==> src/rtl/hamm_router_pipe.sv <==
// Three-stage Hamming(7,4) pipe: encode, optional single-bit error injection,
// then correct/decode and steer the nibble to one of NCH output channels.
module hamm_router_pipe #(
   parameter int NCH   = 4,
   parameter int CNT_W = 8,
   parameter int SW    = $clog2(NCH)
) (
   input  logic                 clk,
   input  logic                 rst,
   input  logic                 in_valid,
   output logic                 in_ready,
   input  logic [SW-1:0]        in_sel,
   input  logic [3:0]           in_data,
   input  logic [2:0]           inj_pos,
   input  logic                 cnt_clr,
   output logic [NCH-1:0]       out_valid,
   input  logic [NCH-1:0]       out_ready,
   output logic [4*NCH-1:0]     d_out,
   output logic [NCH-1:0]       err_flag,
   output logic [CNT_W*NCH-1:0] err_cnt
);

   // Handshake: a word moves on a rising edge when valid && ready are both high.
   // One shared advance enable drives every stage, so a stall anywhere holds all.
   logic             adv;
   logic             v1_q, v2_q, v3_q;
   logic [SW-1:0]    sel1_q, sel2_q, sel3_q;
   logic [6:0]       s1_cw_q, s2_cw_q;
   logic [6:0]       enc_d, inj_mask_d, s2_cw_d, fix_mask_d, fixed_d;
   logic [2:0]       syn_d;
   logic [3:0]       nib_d;
   logic [3:0]       dout_q [NCH];
   logic [NCH-1:0]   eflag_q;
   logic [CNT_W-1:0] cnt_q  [NCH];

   assign adv      = !v3_q || out_ready[sel3_q];
   assign in_ready = adv && !rst;

   // Bit [i-1] holds codeword position i: {d3,d2,d1,p4,d0,p2,p1}.
   always_comb begin
      enc_d[0] = in_data[0] ^ in_data[1] ^ in_data[3];
      enc_d[1] = in_data[0] ^ in_data[2] ^ in_data[3];
      enc_d[2] = in_data[0];
      enc_d[3] = in_data[1] ^ in_data[2] ^ in_data[3];
      enc_d[4] = in_data[1];
      enc_d[5] = in_data[2];
      enc_d[6] = in_data[3];
   end

   always_comb begin
      inj_mask_d = '0;
      if (inj_pos != 3'd0) inj_mask_d[inj_pos - 3'd1] = 1'b1;
      s2_cw_d = s1_cw_q ^ inj_mask_d;
   end

   // Syndrome {s4,s2,s1} names the flipped position directly.
   always_comb begin
      syn_d[0] = s2_cw_q[0] ^ s2_cw_q[2] ^ s2_cw_q[4] ^ s2_cw_q[6];
      syn_d[1] = s2_cw_q[1] ^ s2_cw_q[2] ^ s2_cw_q[5] ^ s2_cw_q[6];
      syn_d[2] = s2_cw_q[3] ^ s2_cw_q[4] ^ s2_cw_q[5] ^ s2_cw_q[6];
      fix_mask_d = '0;
      if (syn_d != 3'd0) fix_mask_d[syn_d - 3'd1] = 1'b1;
      fixed_d = s2_cw_q ^ fix_mask_d;
      nib_d   = {fixed_d[6], fixed_d[5], fixed_d[4], fixed_d[2]};
   end

   always_ff @(posedge clk) begin
      if (rst) begin
         v1_q    <= 1'b0;
         v2_q    <= 1'b0;
         v3_q    <= 1'b0;
         sel1_q  <= '0;
         sel2_q  <= '0;
         sel3_q  <= '0;
         s1_cw_q <= '0;
         s2_cw_q <= '0;
         eflag_q <= '0;
         for (int c = 0; c < NCH; c++) dout_q[c] <= '0;
      end else if (adv) begin
         v1_q    <= in_valid;
         sel1_q  <= in_sel;
         s1_cw_q <= enc_d;
         v2_q    <= v1_q;
         sel2_q  <= sel1_q;
         s2_cw_q <= s2_cw_d;
         v3_q    <= v2_q;
         sel3_q  <= sel2_q;
         if (v2_q) begin
            dout_q[sel2_q]  <= nib_d;
            eflag_q[sel2_q] <= (syn_d != 3'd0);
         end
      end
   end

   // Clear wins over a same-edge increment; counters stick at all-ones.
   always_ff @(posedge clk) begin
      for (int c = 0; c < NCH; c++) begin
         if (rst || cnt_clr) begin
            cnt_q[c] <= '0;
         end else if (v3_q && (sel3_q == SW'(c)) && out_ready[c] && eflag_q[c]
                      && (cnt_q[c] != {CNT_W{1'b1}})) begin
            cnt_q[c] <= cnt_q[c] + CNT_W'(1);
         end
      end
   end

   for (genvar c = 0; c < NCH; c++) begin : g_out
      assign out_valid[c]             = v3_q && (sel3_q == SW'(c));
      assign d_out[4*c +: 4]          = dout_q[c];
      assign err_cnt[CNT_W*c +: CNT_W] = cnt_q[c];
   end
   assign err_flag = eflag_q;

endmodule

==> config.mk <==
export PLATFORM = sky130hd
export DESIGN_NAME = hamm_router_pipe
export DESIGN_NICKNAME = d
export VERILOG_FILES = /design/src/rtl/hamm_router_pipe.sv
export SDC_FILE = /design/constraint.sdc
export NUM_CORES = 1
export LEC_CHECK = 0
export CORE_UTILIZATION = 56
export DETAILED_ROUTE_END_ITERATION = 8
export GPL_TIMING_DRIVEN = 0
export PLACE_DENSITY = 0.95
export SLEW_MARGIN = 20
export SYNTH_ARGS = -nofsm -noshare
export SYNTH_HDL_FRONTEND = slang
export SYNTH_SLANG_ARGS = --single-unit
==> constraint.sdc <==
create_clock -name clk -period 3.7 [get_ports clk]
set_input_delay 0.74 -clock clk [delete_from_list [all_inputs] [get_ports clk]]
set_output_delay 0.74 -clock clk [all_outputs]
set_load 0.01 [all_outputs]
==> impl.org, run 1 <==
** Outcome
- Status :: complete, but fails checks
- The checks that failed: design-rule violations.

** STA
- Worst-margin pin slew :: 0.548 ns
- Final setup violation count :: 0
- Setup repair after global routing left no endpoint under its margin.
- Max Clock Skew :: 0.00648 ns
- Of the available clock period, the critical path in the final layout requires 0.959.
- Number of max-slew violations in the final report :: 0
- Time the final worst path needs with I/O delays and setup :: 3.55 ns
- Post-route worst hold slack :: 0.458 ns
- The final count of hold timing violations was 0.
- For the final routed database, the setup TNS stands at 0 ns.
- Derived from the worst setup path, the maximum achievable clock frequency is 282 MHz.
- Headroom to the max-slew limit :: 0.631

** Power and ir drop
- IR Drop Worst-Case VDD :: 290 uV
- The completed layout was analyzed and its total power is 1.97 mW.
- Dividing total power by cell area gives a power density of 407 nW/um^2.
- Summed over all cells, the static leakage comes to 1.78 nW.

** Global route
- The number of antenna violations at the first check in global routing came to 0.
- Overall track demand over capacity in global routing :: 0.248
- Global-route wire length before repair :: 13,900 um
- GR Overflow Total :: 0
- The via count of the first global-routing pass came to 3,014.
- Entering global routing, the biggest net connects 14 pins.

** Yosys
- Average cell area after synthesis :: 9.82 um^2
- Yosys printed 0 warnings.
- Post-synthesis instance area :: 3830 um^2
- Post-synth ARST share :: 0
- Post-synthesis compound-gate area fraction :: 0.0787
- Synthesis instantiated 42 different standard cells from the library.
- Synthesis handed over a netlist of 390 instances.
- Yosys attributes the largest share of cell area to edfxtp_1, dfxtp_1, nor2_1, xor2_1, nand2_1.
- Most used flip-flop cell after synthesis :: edfxtp_1
- When the netlist entered floorplanning its net count stood at 415.
- Of the total synthesized cell area, the portion taken by full adders, half adders and majority gates is 0.0261.
- The share of synthesized area in the top cell type comes to 0.376.
- Area fraction in and, or, nand and nor cells after synthesis :: 0.231
- The share of the Yosys chip area taken by registers is 0.517.
- Area share of xor/xnor cells in the synthesized design :: 0.105
- Number of flops mapped to enable cells by yosys :: 48
- Largest family of logic cells by synthesized area :: simple AND/OR/NAND/NOR gates
- Flop and latch count out of synthesis :: 75
- The biggest area contributor in the post-synthesis netlist is edfxtp_1.
- Multiplexer area fraction after synthesis :: 0.0170

** Place
- DP Area :: 4660 um^2
- Port-buffer cells :: 73
- HPWL after detailed placement :: 6230 um
- Final weighted congestion of routability-driven global placement :: 0.911

** Routing
- Detail Route Antenna Nets :: 0
- Before antenna repair, the detailed router went through 9 iterations.
- Total Wirelength :: 8570 um
- Detail-routed via count per cell :: 5.59
- Vias :: 3,107
- Detailed Route Iter0 Violations :: 221
- Drt wl/cell :: 15.4 um
- After detailed routing, the number of remaining DRC violations is 4.

** Clock tree
- Post-CTS timing repair inserted 0 buffers for setup.
- Clock-pin slew was measured on the worst setup and hold paths at 0.08 ns.
- TritonCTS built the clock tree.
- Hold repair after CTS inserted 0 buffers.
- Clock latency on the worst-skew pair, taken at its later pin, is 0.36 ns.
- Longest Clk Path Bufs :: 2
- The tree built by TritonCTS fans out to 75 sinks.
- Buffers inserted during clock tree synthesis total 9.
- Post-CTS sizing :: 0
- The H-tree was split into 3 levels.
- The tree is rooted in a clkbuf_8.

** Finish
- The library cells used most frequently in the layout, excluding fill and tap cells, are clkdlybuf4s50_1, nor2_1, nand2_1, edfxtp_1, dfxtp_1.
- Antenna Diode Count :: 0
- Share of cells above drive strength 1 :: 0.0772
- At the end of the flow, the number of nets in the layout was 499.
- Cell area after layout :: 4850 um^2
- Commonest non-fill, non-tap cell in the layout :: clkdlybuf4s50_1
- Relative to the synthesized area, the layout overhead comes to 26.6%.

** Worst setup path
- At the worst endpoint, the arrival time is 2.81 ns.
- The worst setup path is of the in2out kind.
- The worst setup path is captured at an output pin.
- Data on the critical path is required at its endpoint by 2.96 ns.
- Setup slack of the most critical reg-to-reg path :: 0.80 ns
- Maximum net fanout on the critical path :: 10
- The worst setup path is launched from an input pin.

** Floorplanning
- The die covers 7170 um^2.
- The initial utilization of the core area, before any placement, comes to 0.593.
- Vertical extent of the die :: 84.7 um
- Area of the core :: 6460 um^2
- The initialized floorplan defines 29 standard-cell rows.
- Pin placement for this block handled 74 I/O pins.
- The floorplan step set the die width to 84.7 um.

** Run
- The tool flagged a number of max-cap violations equal to 0.

** Worst hold path
- Worst min path class :: reg2reg
final timing paths:
check,cells after the start,from,end
min,2,v1_q,v2_q
min reg2reg,2,v1_q,v2_q
max reg2reg,9,s2_cw_q[2],dout_q[1][1]
max,7,out_ready[3],in_ready
final cells by class:
class / count / area (um^2)
plain buffers: 17 / 73.8
inverters: 6 / 22.5
flip-flops and latches: 75 / 1980
multi-input cells: 292 / 1750
well taps: 77 / 96.3
repair buffers: 73 / 731
clock inverters: 6 / 65.1
fillers: 416 / 1610
clock buffers: 10 / 128
kinds of logic after synthesis:
| family | after synthesis |
|---|---|
| AO/OA/AOI/OAI | 49 |
| XOR/XNOR | 45 |
| adder cells (fa/ha/maj) | 8 |
| buffers and inverters | 23 |
| flip-flops | 75 |
| multiplexers | 6 |
| AND/OR/NAND/NOR | 184 |
cells in the mapped netlist, types with 2 or more instances:
| cell | count |
|---|---|
| and3_1 | 8 |
| inv_1 | 6 |
| nor2_1 | 63 |
| nand2_1 | 49 |
| or2_2 | 7 |
| nor3_1 | 3 |
| xor2_1 | 23 |
| o21bai_1 | 2 |
| buf_2 | 5 |
| dfxtp_1 | 27 |
| and2_1 | 2 |
| ha_1 | 8 |
| nor3b_1 | 2 |
| a21oi_1 | 24 |
| nand4_1 | 3 |
| clkbuf_1 | 9 |
| edfxtp_1 | 48 |
| nand3_1 | 15 |
| or3_1 | 7 |
| a22oi_1 | 2 |
| or3_4 | 2 |
| nor4_1 | 2 |
| mux2i_1 | 5 |
| nand2b_1 | 7 |
| xnor2_1 | 21 |
| nor2b_1 | 8 |
| o21ai_0 | 5 |
| a31o_2 | 2 |
| buf_1 | 2 |
| a211oi_1 | 11 |
power breakdown:
part           internal (mW)  switching (mW)
Clock                  0.312           0.307
Combinational          0.179           0.207
Sequential             0.930          0.0377
Total                   1.42           0.552
sequential cells by signal, indices dropped and copies added, names as in the netlist:
register / count
sel2_q: 2
v1_q: 1
dout_q: 16
sel1_q: 2
sel3_q: 2
s2_cw_q: 7
cnt_q: 32
s1_cw_q: 7
v3_q: 1
err_flag: 4
v2_q: 1
metrics by stage:
step,util,worst slack [ns],std cells
6_report,0.751,0.153,556
3_3_place_gp,0.721,0.224,540
5_1_grt,0.751,0.0640,556
3_5_place_dp,0.721,0.195,540
2_1_floorplan,-,1.29,390
4_1_cts,0.751,0.170,556
per-layer routing:
metal	vias up	global-route usage	routed length (um)
li1	1514	-	-
met1	1451	0.301	3540
met2	123	0.436	4360
met3	19	0.0511	501
met4	0	0.0955	164
met5	-	0	0
worst max-delay path: stages:
cell and delay (ns):
clkdlybuf4s50_1 0.45, mux2i_1 0.29, a22o_1 0.19, buf_2 0.21
buf_1 0.37, nor2_1 0.07, clkdlybuf4s50_1 0.49
Power figures use the tool's default switching activity.
==> run 2, diff against run 1 <==
- ABC_AREA: unset -> 1
- CTS_CLUSTER_DIAMETER: unset -> 50
- HOLD_SLACK_MARGIN: unset -> 0.15
==> impl.org, run 2 <==
** Outcome
- Status :: complete, but fails checks
- The final reports fail on design-rule violations.

** Clock tree
- The number of clock buffers added by TritonCTS is 9.
- TritonCTS clock tree :: done
- Post-CTS repair timing setup buffer count :: 0
- Post-CTS sizing :: 0
- Clock-pin slew of the registers on the worst-case setup and hold paths :: 0.08 ns
- Counting along the longest clock path gives a buffer depth of 2.
- Hold-fix buffers at CTS :: 0
- The root buffer cell chosen for the clock tree is clkbuf_8.
- Skew-Pair Late Insertion Delay :: 0.35 ns
- Htree depth :: 3
- For this design, the sink count on the clock tree is 75.

** STA
- For the finished layout, the period the worst path requires is 3.12 ns.
- Part of the cycle the worst path needs :: 0.843
- After routing, the total negative slack on setup checks comes to 0 ns.
- Maximum achievable frequency :: 321 MHz
- Final setup violation count :: 0
- The final count of hold timing violations is 0.
- Headroom to the max-slew limit :: 0.534
- Max Clock Skew :: 0.00818 ns
- Setup repair after global routing left no endpoint under its margin.
- The number of slew-limit violations in the final report was 0.
- For the pin with the worst max-slew slack, the measured transition is 0.696 ns.

** Floorplanning
- The initial utilization of the core area, before any placement, comes to 0.587.
- Vertical extent of the die :: 84.3 um
- Row count :: 29
- Width of the die :: 84.3 um
- During I/O placement, the number of pins put on the boundary was 74.
- Die area :: 7100 um^2
- The core region is 6460 um^2.

** Finish
- End-of-flow core utilization :: 0.744
- Share of cells above drive strength 1 :: 0.0596
- The largest registers in the layout are cnt_q: 32 flops, dout_q: 16 flops.
- The register with the most flip-flops in the layout has 32 of them.
- Relative to the synthesized area, the layout overhead comes to 26.8%.
- 0 antenna diodes ended up in the layout.
- Commonest non-fill, non-tap cell in the layout :: clkdlybuf4s50_1
- In the final design database the tool counted 540 nets.
- Ranked by flip-flop count, first place goes to cnt_q.
- In the layout the commonest cells are clkdlybuf4s50_1, nand2_1, nor2_1, inv_1, edfxtp_1.

** Global route
- The number of antenna violations at the first check in global routing came to 0.
- Global-route wire length before repair :: 14,800 um
- The via count of the first global-routing pass was 3,280.
- Entering global routing, the biggest net connects 14 pins.
- Overall track demand over capacity in global routing :: 0.263
- The total overflow left after global routing is 0.

** Yosys
- Synthesis produced 431 cells.
- Net Count, Synth :: 456
- Distinct cell type count of the synthesized netlist :: 29
- Synth top cells by count :: nand2_1, nor2_1, inv_1
- Average cell area after synthesis :: 8.79 um^2
- Number of flops mapped to enable cells by yosys :: 48
- The Yosys step of the flow raised 0 warnings.
- Share of the yosys chip area belonging to registers :: 0.523
- The biggest area contributor in the post-synthesis netlist is edfxtp_1.
- Synth top area share :: 0.380
- The most used flip-flop cell after synthesis is edfxtp_1.
- After synthesis, the cell types taking the most area are edfxtp_1, dfxtp_1, nand2_1, nor2_1, inv_1.
- In this run, synthesis produced a sequential element count of 75.
- For this run, asynchronously set or reset flops after synthesis account for 0.
- In this run the cell area of the synthesized design comes to 3790 um^2.
- nand2_1 is the most common cell in the netlist.

** Worst setup path
- Critical Path End Type :: output pin
- At the worst endpoint, the required time is 2.96 ns.
- Worst Setup Start Kind :: input pin
- Crit path kind :: in2out
- Maximum net fanout on the critical path :: 9
- Data arrives at the worst endpoint at 2.38 ns.

** Routing
- Detailed Route Iter0 Violations :: 224
- The final layout contains routed wiring with a total length of 8870 um.
- Vias :: 3,283
- Dividing the detail-routed via count by the number of cells gives 5.50.
- In the routed design, unresolved DRC markers number 16.
- After detailed routing, the average wire length per cell comes to 14.9 um.
- Number of optimization iterations in the first detailed-route pass :: 8
- Detail Route Antenna Nets :: 0

** Power and ir drop
- IR Drop Worst-Case VDD :: 274 uV
- For this design the ratio of total power to cell area is 402 nW/um^2.
- Summed over all cells, the static leakage comes to 1.97 nW.

** Run
- Max-cap viol count :: 0

** Place
- HPWL after detailed placement :: 6450 um
- Buffers placed on the I/O ports in this run total 73.
- At the end of routability-driven placement, the weighted congestion stood at 0.855.

** Worst hold path
- Worst min path class :: reg2reg
run 2: cell types whose count changed after synthesis, sizes merged, moves of 7 or more:
cell	previous run	this run
inv	6	60
nand3	15	37
nor2b	8	0
nor2	63	70
a211oi	11	0
or3	9	1
or2	7	0
nand2	49	73
o21ai	5	33
and3	8	1
nand2b	7	0
xnor2	22	11
nor3	3	12
run 2: path summary, 6_finish.rpt:
path	start	end	cells after the start	slack, ns
setup / recovery	out_ready[0]	in_ready	7	0.58
hold / removal	s1_cw_q[5]	s1_cw_q[5]	2	0.50
setup reg to reg	s2_cw_q[2]	dout_q[3][0]	14	1.51
hold reg to reg	s1_cw_q[5]	s1_cw_q[5]	2	0.50
run 2: routing by layer:
layer  vias to the layer above  GRT usage  share of wire
li1                       1588          -              -
met1                      1517      0.308           0.39
met2                       156      0.473           0.53
met3                        22     0.0403          0.061
met4                         0      0.122          0.025
met5                         -          0              0
run 2: cells by family after synthesis:
logic type / count (synthesis) / synth area share
AOI/OAI and AO/OA: 52 / 0.0697
xor gates and xnor gates: 28 / 0.0647
adders and majority gates: 8 / 0.0264
buffers and inverters: 65 / 0.0660
DFF: 75 / 0.523
and+or+nand+nor: 203 / 0.250
run 2: report_power, final:
part | internal (mW) | total, mW | switching (mW) | leakage [nW]
Clock | 0.286 | 0.600 | 0.314 | 0.0948
Sequential | 0.934 | 0.977 | 0.0430 | 0.746
Combinational | 0.144 | 0.356 | 0.212 | 1.13
run 2: final cells by class:
| type | instances | area, um^2 |
|---|---|---|
| clock inverters | 5 | 35.0 |
| flip-flops and latches | 75 | 1980 |
| clock buffers | 11 | 153 |
| multi-input cells | 291 | 1560 |
| fillers | 471 | 1650 |
| inverters | 60 | 225 |
| well taps | 77 | 96.3 |
| plain buffers | 5 | 25.0 |
| repair buffers | 73 | 731 |
run 2: stage by stage:
stage | std cells | instance area, um^2 | hold WS, ns | total power [mW] | setup WS [ns]
after floorplan | 431 | 3790 | 0.447 | 1.22 | 1.64
after global placement | 581 | 4620 | 0.478 | 1.32 | 0.644
after detailed placement | 581 | 4620 | 0.486 | 1.35 | 0.574
after CTS | 597 | 4800 | 0.499 | 1.93 | 0.561
after global routing | 597 | 4800 | 0.518 | 2.02 | 0.468
final | 597 | 4800 | 0.500 | 1.93 | 0.581
run 2: worst max-delay path, cell delays in order:
cell and delay [ns]:
clkdlybuf4s50_1 0.48, nor3b_1 0.21, nor2_1 0.12, nand2_4 0.14, nand2_4 0.10, inv_1 0.07, clkdlybuf4s50_1 0.52
==> run 3, diff against run 2 <==
- CORE_UTILIZATION: 56 -> 47
- PLACE_DENSITY: 0.95 -> 0.86
- clock period: 3.7 -> 2.6 ns (I/O delays scaled with it)
==> impl.org, run 3 (synthesis gave the netlist of run 2 again) <==
** Worst setup path
- Counting cells, the worst reg-to-reg path comes to 12.
- Endpoint of the worst-slack reg-to-reg timing path :: dout_q[0][1]
- Maximum net fanout on the critical path :: 5
- Startpoint of the worst-slack reg-to-reg timing path :: s2_cw_q[4]
- The setup check on the worst reg-to-reg path leaves a slack of 0.46 ns.
- The worst setup path is of the in2out kind.
- At the worst endpoint, the arrival time is 1.99 ns.
- For the worst setup path, the data required time is 2.08 ns.
- STA classifies the critical path startpoint as an input pin.
- The worst setup path is captured at an output pin.

** Finish
- Once layout is done, the placed cells without fillers occupy 4880 um^2.
- Of the cells placed in the final design, the portion with a size suffix greater than 1 is 0.0672.
- Commonest non-fill, non-tap cell in the layout :: clkdlybuf4s50_1
- Top library cells by usage in the layout, fill and taps aside :: clkdlybuf4s50_1, nand2_1, nor2_1, inv_1, edfxtp_1
- Largest registers in the final layout :: cnt_q: 32 flops, dout_q: 16 flops
- Number of flip-flops under the largest register name :: 32
- Final Net Count :: 541
- Largest register by flop count :: cnt_q
- Relative to the synthesized area, the layout overhead comes to 28.7%.
- Antenna Diode Count :: 0

** Global route
- The via count of the first global-routing pass came to 2,915.
- For this run the aggregate overflow at the end of global routing stands at 0.
- The first global-routing pass estimated 13,400 um of wire.
- The number of antenna violations at the first check in global routing is 0.
- For this run, the total global-route usage over all layers was measured as 0.205.
- Entering global routing, the biggest net connects 14 pins.

** STA
- Setup repair after global routing left no endpoint under its margin.
- Setup slack of the critical path after layout :: 0.0863 ns
- Number of hold violations in the final report :: 0
- Worst-margin pin slew :: 0.612 ns
- The worst pin sits at a relative slew slack of 0.590.
- Maximum achievable frequency :: 398 MHz
- After layout, the minimum clock period comes to 2.51 ns.
- Setup violations remaining at the end of the flow were counted as 0.
- Part of the cycle the worst path needs :: 0.967
- Max Clock Skew :: 0.00802 ns
- Total negative setup slack :: 0 ns
- Number of max-slew violations in the final report :: 0

** Clock tree
- Longest Clk Path Bufs :: 2
- Skew-Pair Late Insertion Delay :: 0.36 ns
- TritonCTS clock tree :: done
- Root Driver :: clkbuf_8
- Htree depth :: 3
- TritonCTS created 9 clock buffers.
- Clock Sinks :: 75
- Clock-pin slew of the registers on the worst-case setup and hold paths :: 0.07 ns

** Power and ir drop
- For this design the ratio of total power to cell area is 588 nW/um^2.
- Sequential share of power :: 0.484
- Of the total power, the share spent switching nets is 0.276.
- IR analysis of the VDD net gives a maximum drop of 446 uV.
- Power spent charging and discharging nets :: 0.791 mW
- After layout, the design draws a total of 2.87 mW.
- Of the total power, the clock network draws 0.343.
- Combinational group share of total power :: 0.173
- Internal cell power :: 2.08 mW
- The analysis attributes to cell leakage a power of 1.98 nW.

** Floorplanning
- Io pins :: 74
- Measured along the y axis, the die boundary spans 91.8 um.
- The die covers 8430 um^2.
- Area of the core :: 7770 um^2
- Row count :: 32
- The die is 91.8 um wide.
- The initial utilization of the core area, before any placement, comes to 0.488.

** Routing
- Detail-routed via count per cell :: 5.05
- DRC errors left :: 0
- Before antenna repair, the detailed router went through 4 iterations.
- Drt wl/cell :: 13.0 um
- Vias :: 3,145
- Detailed Route Iter0 Violations :: 217
- Detail Route Antenna Nets :: 0
- After detailed routing, the total wire length is 8090 um.

** Worst hold path
- Count of cells along the worst hold path :: 2
- Worst min path class :: reg2reg
- In this run the most critical hold path is launched from s1_cw_q[5].
- The worst hold path terminates at s1_cw_q[5].

** Place
- Final weighted congestion of routability-driven global placement :: 0.879
- HPWL after detailed placement :: 6160 um
- Timing analysis after detailed placement gives a worst setup slack of -0.0143 ns.
- Summing all placed instances gives a cell area of 4650 um^2.
- Port buffering added 73 buffers.

** Run
- Across the run, the number of max-cap violations was 0.

** Outcome
- The flow ran to the end, and the final reports show no timing, DRC or antenna violations.
-- run 3: cell count changes in the layout (fill, tap and decap cells not counted), sizes merged --
| cell | previous run | this run |
|---|---|---|
| bufinv | 0 | 2 |
| buf | 2 | 3 |
| clkbuf | 14 | 13 |
| clkinv | 3 | 1 |
| clkinvlp | 1 | 2 |
-- run 3: routing by layer --
layer,global-route usage,wire length [um],part of all wire
met5,0,0,0
met3,0.0456,456,0.056
met2,0.350,4010,0.50
met1,0.248,3490,0.43
met4,0.0885,129,0.016
-- run 3: metrics by stage --
step,util,cells,hold slack [ns]
5_1_grt,0.628,623,0.513
2_1_floorplan,-,431,0.447
4_1_cts,0.627,623,0.499
6_report,0.628,623,0.500
3_3_place_gp,0.598,606,0.469
3_5_place_dp,0.598,606,0.487
-- run 3: worst max-delay path, cell delays in order --
cell and delay (ns):
clkdlybuf4s50_1 0.41, nor3b_2 0.16, nor2_1 0.19, nand2_4 0.08, nand2_4 0.11, inv_1 0.05, clkdlybuf4s50_1 0.47
-- run 3: layout make-up --
class	instances	area [um^2]
clock buffers	10	128
multi-input cells	291	1560
inverters	60	225
plain buffers	5	25.0
flip-flops and latches	75	1980
clock inverters	6	88.8
repair buffers	74	738
well taps	102	128
fillers	629	2890
-- run 3: what timing repair did --
item | CTS | global route
pin swaps | 1 | 0
hold buffers | 0 | 0
endpoints found under the setup margin | 1 | 1
setup buffers | 1 | 0
resized for setup | 0 | 3
-- run 3: worst max path at each step --
stage | from | to | depth (start not counted)
global route | rst | in_ready | 5
floorplan | s2_cw_q[2] | dout_q[0][3] | 14
global placement | out_ready[0] | in_ready | 7
CTS | rst | in_ready | 5
finish | out_ready[0] | in_ready | 7
detailed placement | out_ready[0] | in_ready | 7
-- run 3: power by group through the flow --
stage,clock (mW),combinational [mW],sequential [mW]
2_1_floorplan,0,0.315,1.42
3_3_place_gp,0,0.475,1.41
3_5_place_dp,0,0.493,1.41
4_1_cts,0.995,0.497,1.39
5_1_grt,1.04,0.557,1.40
6_report,0.984,0.497,1.39
